--- src/rtl/fighter_core.sv ---
// Per-player fighter engine: position, health, KO and hit resolution, one round per step.
// Optional attack cooldown is built when FIGHTER_COOLDOWN_EN is defined.
module fighter_core #(
  parameter int unsigned SIDE        = 0,
  parameter int unsigned NUM_POS     = 8,
  parameter int unsigned POS_W       = 3,
  parameter int unsigned HEALTH_W    = 2,
  parameter int unsigned KICK_DMG    = 1,
  parameter int unsigned PUNCH_DMG   = 2,
  parameter int unsigned KICK_REACH  = 2,
  parameter int unsigned PUNCH_REACH = 1,
  parameter int unsigned COOLDOWN    = 2
) (
  input  logic                clk,
  input  logic                rst_n,
  input  logic                step,
  input  logic [2:0]          action,
  input  logic [2:0]          opp_action,
  input  logic [POS_W-1:0]    opp_pos,
  output logic [POS_W-1:0]    pos,
  output logic [HEALTH_W-1:0] health,
  output logic                ko,
  output logic                hit,
  output logic [2:0]          eff_action
);

  localparam int unsigned PW = POS_W + 1;
  localparam logic [2:0] A_KICK  = 3'b000;
  localparam logic [2:0] A_PUNCH = 3'b001;
  localparam logic [2:0] A_JUMP  = 3'b011;
  localparam logic [PW-1:0] LAST = PW'(NUM_POS - 1);
  localparam logic [POS_W-1:0] HOME = (SIDE == 0) ? POS_W'(0) : POS_W'(NUM_POS - 1);
  localparam logic [HEALTH_W-1:0] MAX_HEALTH = '1;

  if (SIDE > 1 || NUM_POS < 3 || NUM_POS > (1 << POS_W) || COOLDOWN > 255) begin : g_bad_params
    $error("fighter_core: illegal parameter combination");
  end

  logic [PW-1:0]       p, d, mv, cap, amt, pos_mv, pos_kb;
  logic                fwd, kick_in, punch_in, take_hit, kick_hit;
  logic [31:0]         dmg;
  logic [POS_W-1:0]    pos_d;
  logic [HEALTH_W-1:0] health_d;

  // Round resolution: incoming hit, damage, knockback or own movement.
  always_comb begin
    p        = PW'(pos);
    d        = (PW'(opp_pos) > p) ? PW'(opp_pos) - p : p - PW'(opp_pos);
    kick_in  = (opp_action == A_KICK)  && (32'(d) <= KICK_REACH);
    punch_in = (opp_action == A_PUNCH) && (32'(d) <= PUNCH_REACH);
    take_hit = (kick_in || punch_in) && (action != A_JUMP);
    kick_hit = take_hit && kick_in;
    dmg      = kick_hit ? 32'(KICK_DMG) : 32'(PUNCH_DMG);

    health_d = health;
    if (take_hit) begin
      health_d = (32'(health) > dmg) ? HEALTH_W'(32'(health) - dmg) : '0;
    end

    // Forward steps are capped at half the gap so simultaneous advances never collide.
    mv  = action[0] ? PW'(2) : PW'(1);
    cap = (d - PW'(1)) >> 1;
    fwd = (action[1] == (SIDE == 0));
    amt = (fwd && (cap < mv)) ? cap : mv;

    pos_mv = p;
    if (action[2]) begin
      if (action[1]) begin
        pos_mv = ((p + amt) > LAST) ? LAST : p + amt;
      end else begin
        pos_mv = (p > amt) ? p - amt : '0;
      end
    end

    if (SIDE == 0) begin
      pos_kb = (p != '0) ? p - PW'(1) : p;
    end else begin
      pos_kb = (p < LAST) ? p + PW'(1) : p;
    end

    pos_d = POS_W'(kick_hit ? pos_kb : pos_mv);
  end

`ifdef FIGHTER_COOLDOWN_EN
  localparam int unsigned CNT_W = (COOLDOWN < 2) ? 1 : $clog2(COOLDOWN + 1);
  localparam logic [2:0] A_AWAIT = 3'b010;

  logic [CNT_W-1:0] cnt_q, cnt_d;

  // Attacks are turned into await while the lockout counter runs.
  always_comb begin
    eff_action = action;
    if ((cnt_q != '0) && ((action == A_KICK) || (action == A_PUNCH))) begin
      eff_action = A_AWAIT;
    end
  end

  always_comb begin
    cnt_d = cnt_q;
    if (step && !ko) begin
      if ((eff_action == A_KICK) || (eff_action == A_PUNCH)) begin
        cnt_d = CNT_W'(COOLDOWN);
      end else if (cnt_q != '0) begin
        cnt_d = cnt_q - CNT_W'(1);
      end
    end
  end

  always_ff @(posedge clk or negedge rst_n) begin
    if (!rst_n) begin
      cnt_q <= '0;
    end else begin
      cnt_q <= cnt_d;
    end
  end
`else
  assign eff_action = action;
`endif

  // Fighter state; frozen once knocked out.
  always_ff @(posedge clk or negedge rst_n) begin
    if (!rst_n) begin
      pos    <= HOME;
      health <= MAX_HEALTH;
      ko     <= 1'b0;
      hit    <= 1'b0;
    end else if (step && !ko) begin
      pos    <= pos_d;
      health <= health_d;
      ko     <= (health_d == '0);
      hit    <= take_hit;
    end else begin
      hit    <= 1'b0;
    end
  end

endmodule

--- config.mk ---
export PLATFORM = sky130hd
export DESIGN_NAME = fighter_core
export DESIGN_NICKNAME = d
export VERILOG_FILES = /design/src/rtl/fighter_core.sv
export SDC_FILE = /design/constraint.sdc
export NUM_CORES = 1
export LEC_CHECK = 0
export CAP_MARGIN = 0
export CORE_UTILIZATION = 57
export DETAILED_ROUTE_END_ITERATION = 10
export MAX_ROUTING_LAYER = met4
export PLACE_DENSITY = 0.82
export SLEW_MARGIN = 10
export SYNTH_ARGS = -nofsm -noshare
export SYNTH_HDL_FRONTEND = slang
export SYNTH_SLANG_ARGS = --single-unit
--- constraint.sdc ---
create_clock -name clk -period 6.9 [get_ports clk]
set_clock_uncertainty 0.15 [all_clocks]
set_input_delay 1.38 -clock clk [delete_from_list [all_inputs] [get_ports clk]]
set_output_delay 1.38 -clock clk [all_outputs]
set_load 0.05 [all_outputs]
**Word-level counts from Yosys, hierarchy flattened**

Cells that the tools add are included.

- Reductions and logical operators: 13
- Magnitude comparators: 7
- $add $sub $neg: 7
- Equal/unequal tests: 3
- Mux-type cells: 13

Operators by type and width:

| cell | count |
|---|---|
| $mux 3 | 7 |
| $mux 2 | 4 |
| $sub 3x3->4 | 2 |
| $gt 3x3->1 | 2 |
| $logic_and 1x1->1 | 6 |
| $add 3x3->4 | 1 |
| $gt 4x3->1 const B | 1 |
| $le 4x1->1 const B | 1 |
| $le 4x2->1 const B | 1 |
| $mux 4 | 1 |
| $sub 4x1->4 const B | 1 |
| $eq 3x1->1 const B | 1 |
| $logic_not 3->1 | 1 |
| $lt 3x2->1 | 1 |
| $ne 3x2->1 const B | 1 |
| $reduce_and 3->1 | 1 |
| $reduce_bool 3->1 | 1 |
| $sub 3x1->3 const B | 1 |
| $sub 3x3->3 | 1 |
| $gt 2x2->1 | 1 |
| $logic_not 2->1 | 1 |
| $ne 2x1->1 const B | 1 |
| $reduce_bool 2->1 | 1 |
| $sub 2x2->2 | 1 |
| 3 further kinds | 3 |

- Output and inout bits: 10
- Logic and storage cells: 47
- Flip-flop bits (word level): 7
- Bits of input ports: 12

**Longest topological paths before layout**

- Depth after elaboration: 12
- Mapped depth: 23
- Mapped depth without buffers: 23

**Least setup slack after synthesis**

No wires, ideal clock.

- Path kind: in2reg
- From: input opp_pos[0]
- To: register pos[1]
- Required time: 6.623 ns
- Stages: 19
- Setup time: 0.127 ns
- Arrival: 5.349 ns
- Setup slack: 1.274 ns
- Buffers on the path: 0
- Path through: inv_1 -> ha_1 -> fa_1 -> inv_1 -> fa_1 -> a311o_2 -> xnor2_1 -> ha_1 -> o21ai_0 -> nand3b_1 -> nor4_1 -> o21ai_0 -> o31ai_1 -> ha_1 -> fa_1 -> o31a_1 -> a211o_1 -> mux2i_1 -> a21oi_2

- Cells in the longest elaborated chain, start to end: 12
- Elaborated cells on any way between the ends: 27

RTL lines:

| what | line | RTL |
|---|---|---|
| start, declared | 19 | `input logic [POS_W-1:0] opp_pos,` |
| $sub 3x3->4 or $gt 3x3->1 (tied branches) | 48 | `d = (PW'(opp_pos) > p) ? PW'(opp_pos) - p : p - PW'(opp_pos);` |
| $mux 4 * | 48 |  |
| $sub 4x1->4 | 62 | `cap = (d - PW'(1)) >> 1;` |
| $lt 3x2->1 | 64 | `amt = (fwd && (cap < mv)) ? cap : mv;` |
| $logic_and 1x1->1 | 64 |  |
| $mux 3 | 64 |  |
| $add 3x3->4 | 69 | `pos_mv = ((p + amt) > LAST) ? LAST : p + amt;` |
| $gt 4x3->1 | 69 |  |
| $mux 3 | 69 |  |
| $mux 3 | 68 | `if (action[1]) begin` |
| $mux 3 | 67 | `if (action[2]) begin` |
| $mux 3 | 81 | `pos_d = POS_W'(kick_hit ? pos_kb : pos_mv);` |
| end signal, assigned | 128 | `pos <= pos_d;` |
| end, declared | 20 | `output logic [POS_W-1:0] pos,` |

Every way passes the cells marked *; elsewhere a longest branch is shown, timed or not. The select of a mux whose other input is x is not followed.
A chain may end at the register's enable or synchronous reset.

**Worst setup path in the final report**

Ends and elaborated chain as after synthesis.

==> summary.md <==
| Metric | Value |
|---|---|
| Status | finished, final reports clean |
| Post-Syn Instances | 143 |
| Number of primary I/O pins | 22 |
| Hold Violations, Final | 0 |
| FP Rows | 16 |
| Slew Limit Headroom | 0.610 |
| CP arrival | 6.24 ns |
| Routed wire length | 2.75 mm |
| Hold_sp | ko |
| Initial Util | 0.618 |
| Worst Hold Depth | 1 |
| Total CTS buffers | 3 |
| Async S/R FF share, synth | 1.00 |
| Distinct cells, synth | 52 |
| Worst-path clk slew | 0.05 ns |
| CTS tree | yes |
| Hold buffers post-CTS | 0 |
| # nets final | 201 |
| CP Launch Type | input port |
| ANT nets after route | 0 |
| Type of element capturing the critical path | flop |
| Layout cell share with drive strength beyond 1 | 0.117 |
| Worst hold endpoint | ko |
| Met1 usage | 0.329 |
| Worst-path fanout max | 6 |
| Peak VDD IR | 0.000351 V |
| HP Class | reg2reg |
| Syn avg cell area | 8.57 µm² |
| Routed WL per cell | 14.5 µm |
| Grt met2 use | 0.460 |
| Number of diodes | 0 |
| Min Tclk post-route | 6.24 ns |
| EDFF count, synth | 0 |
| CTS Sinks | 7 |
| WP data required | 6.89 ns |
| Worst-case reg-to-reg path depth | 18 |
| Final instance area | 1470 µm² |
| Yosys Warn Count | 0 |
| Setup repair after global routing missed its margin | no |
| Synth-to-Final Area Change | 19.6% |
| First-pass DRT Iterations | 5 |
| Syn_nets | 180 |
| FMAX | 160 MHz |
| Htree depth | 1 |
| CP Class | in2reg |
| Min Hold Slack | 0.383 ns |
| Setup repair bufs after CTS | 0 |
| Slew @ Worst Pin | 0.584 ns |
| Initial antenna violation count | 0 |
| IO Port Bufs | 21 |
| Yosys reg bits | 7 |
| Vias in the first global route | 1081 |
| Lkg Pwr | 0.656 nW |
| DRC viols | 0 |
| Final GP Congestion | 0.839 |
| Max cap viols | 0 |
| Die Y-Extent | 48.4 µm |
| PwrDens | 448 nW/µm² |
| Vias | 1101 |
| Setup TNS | 0 ns |
| Busiest grt layer | met2 |
| Post-detail-place hpwl | 2.23 mm |
| Core Region | 1980 µm² |
| RR Startpoint | pos[0] |
| Gr usage total | 0.277 |
| Clk buf depth | 2 |
| FF-to-FF End | pos[1] |
| FILL cells | 153 |
| Pin count of the biggest net entering global routing | 10 |
| DIE AREA | 2340 µm² |
| Max-slew violation count | 0 |
| Setup violations, final | 0 |
| Vias per cell | 5.79 |
| Global-route wire length before repair | 4.80 mm |
| Met3 usage | 0.0535 |
| PostCTS Resize Cnt | 0 |
| Final period util | 0.905 |
| Placed cell area | 1440 µm² |
| Post-Syn Area | 1220 µm² |
| Grt ovf | 0 |
| Latest clock arrival within the worst-skew pair | 0.26 ns |
| Die X | 48.4 µm |
| Root buffer cell | clkbuf_4 |
| Fin util | 0.739 |
| Seq/Total Area, Yosys | 0.145 |
| Top_reg_cell synth | dfrtp_1 |
| Initial drt markers | 25 |
| R2r setup slk | 1.84 ns |
-- logic make-up (layout without fill, tap and decap cells) --
group / Yosys count / in the layout / synth area share
compound gates: 44 / 44 / 0.277
simple gates: 37 / 37 / 0.156
fa+ha+maj: 25 / 25 / 0.292
buf+inv: 23 / 43 / 0.0797
flops: 7 / 7 / 0.145
mux: 3 / 3 / 0.0296
other cells: 2 / 2 / 0.00613
xor+xnor: 2 / 2 / 0.0143
-- layer usage --
metal | wire (µm) | up-vias
met1 | 1250 | 517
met2 | 1370 | 29
met4 | 53 | 0
li1 | - | 549
met5 | 0 | -
met3 | 85 | 6
-- worst max-delay path, cell delays in order --
cell and delay [ns]:
clkdlybuf4s50_1 0.50, inv_1 0.05, ha_1 0.21, fa_1 0.36, inv_1 0.07, fa_1 0.43
a311o_2 0.45, xnor2_1 0.18, ha_1 0.24, o21ai_0 0.07, nand3b_1 0.17, nor4_1 0.40
o21ai_0 0.12, o31ai_1 0.11, ha_1 0.27, fa_1 0.43, o31a_1 0.30, a211o_1 0.27
mux2i_1 0.18, a21oi_2 0.05
-- where the power goes --
group	total [mW]	switching [mW]	internal [mW]	leakage [nW]
clock	0.0381	0.0160	0.0221	0.0150
sequential	0.0813	0.0262	0.0551	0.0769
combinational	0.537	0.327	0.210	0.565
-- layout make-up --
type / count / area (µm²) / share of cell area
well taps: 27 / 33.8 / 0.0231
flip-flops and latches: 7 / 178 / 0.121
repair buffers: 21 / 210 / 0.143
clock buffers: 4 / 26.3 / 0.0179
multi-input cells: 113 / 950 / 0.648
inverters: 18 / 67.6 / 0.0461
-- worst max-delay path by stage --
| stage | from | endpoint | slack (ns) | cells after the start |
|---|---|---|---|---|
| global placement | opp_pos[0] | pos[1] | 0.49 | 20 |
| floorplan | opp_pos[0] | pos[1] | 1.27 | 19 |
| global route | opp_pos[0] | pos[1] | 0.30 | 21 |
| detailed placement | opp_pos[0] | pos[1] | 0.42 | 20 |
| finish | opp_pos[0] | pos[1] | 0.66 | 20 |
| CTS | opp_pos[0] | pos[1] | 0.68 | 20 |
-- synthesized netlist by cell type, drive strengths merged (2+ instances only) --
cell type  count  area share
a21boi         2       0.012
a21oi         13       0.056
a311o          3       0.026
a311oi         2       0.014
buf            3       0.018
clkbuf         2      0.0061
conb           2      0.0061
dfrtp          5        0.10
dfstp          2       0.043
fa             6       0.098
ha            19        0.19
inv           18       0.055
mux2           2       0.021
nand2         12       0.039
nand3          7       0.033
nor2           7       0.021
o21ai         10       0.044
o221a          2       0.018
-- registers in the layout, indices dropped and copies added (netlist names) --
name,count
health,2
pos,3
ko,1
hit,1
-- metrics by stage --
stage | power [mW] | setup slack (ns) | cells
6_report | 0.656 | 0.655 | 190
4_1_cts | 0.654 | 0.675 | 190
2_1_floorplan | 0.491 | 1.27 | 143
3_3_place_gp | 0.594 | 0.485 | 186
5_1_grt | 0.732 | 0.297 | 190
3_5_place_dp | 0.615 | 0.424 | 186
-- layout by cell type (no fill, tap or decap), types with 2 or more instances in the layout --
master	synthesis	routed
a21oi_1	12	12
a311o_1	2	2
a311oi_1	2	2
clkbuf_4	0	3
clkdlybuf4s50_1	0	21
conb_1	2	2
dfrtp_1	5	5
dfstp_2	2	2
fa_1	6	6
ha_1	19	19
inv_1	18	18
nand2_1	11	11
nand3_1	6	6
nor2_1	7	7
o21ai_0	8	8
o221a_2	2	2
No activity file was read; power rests on OpenSTA's default activity.
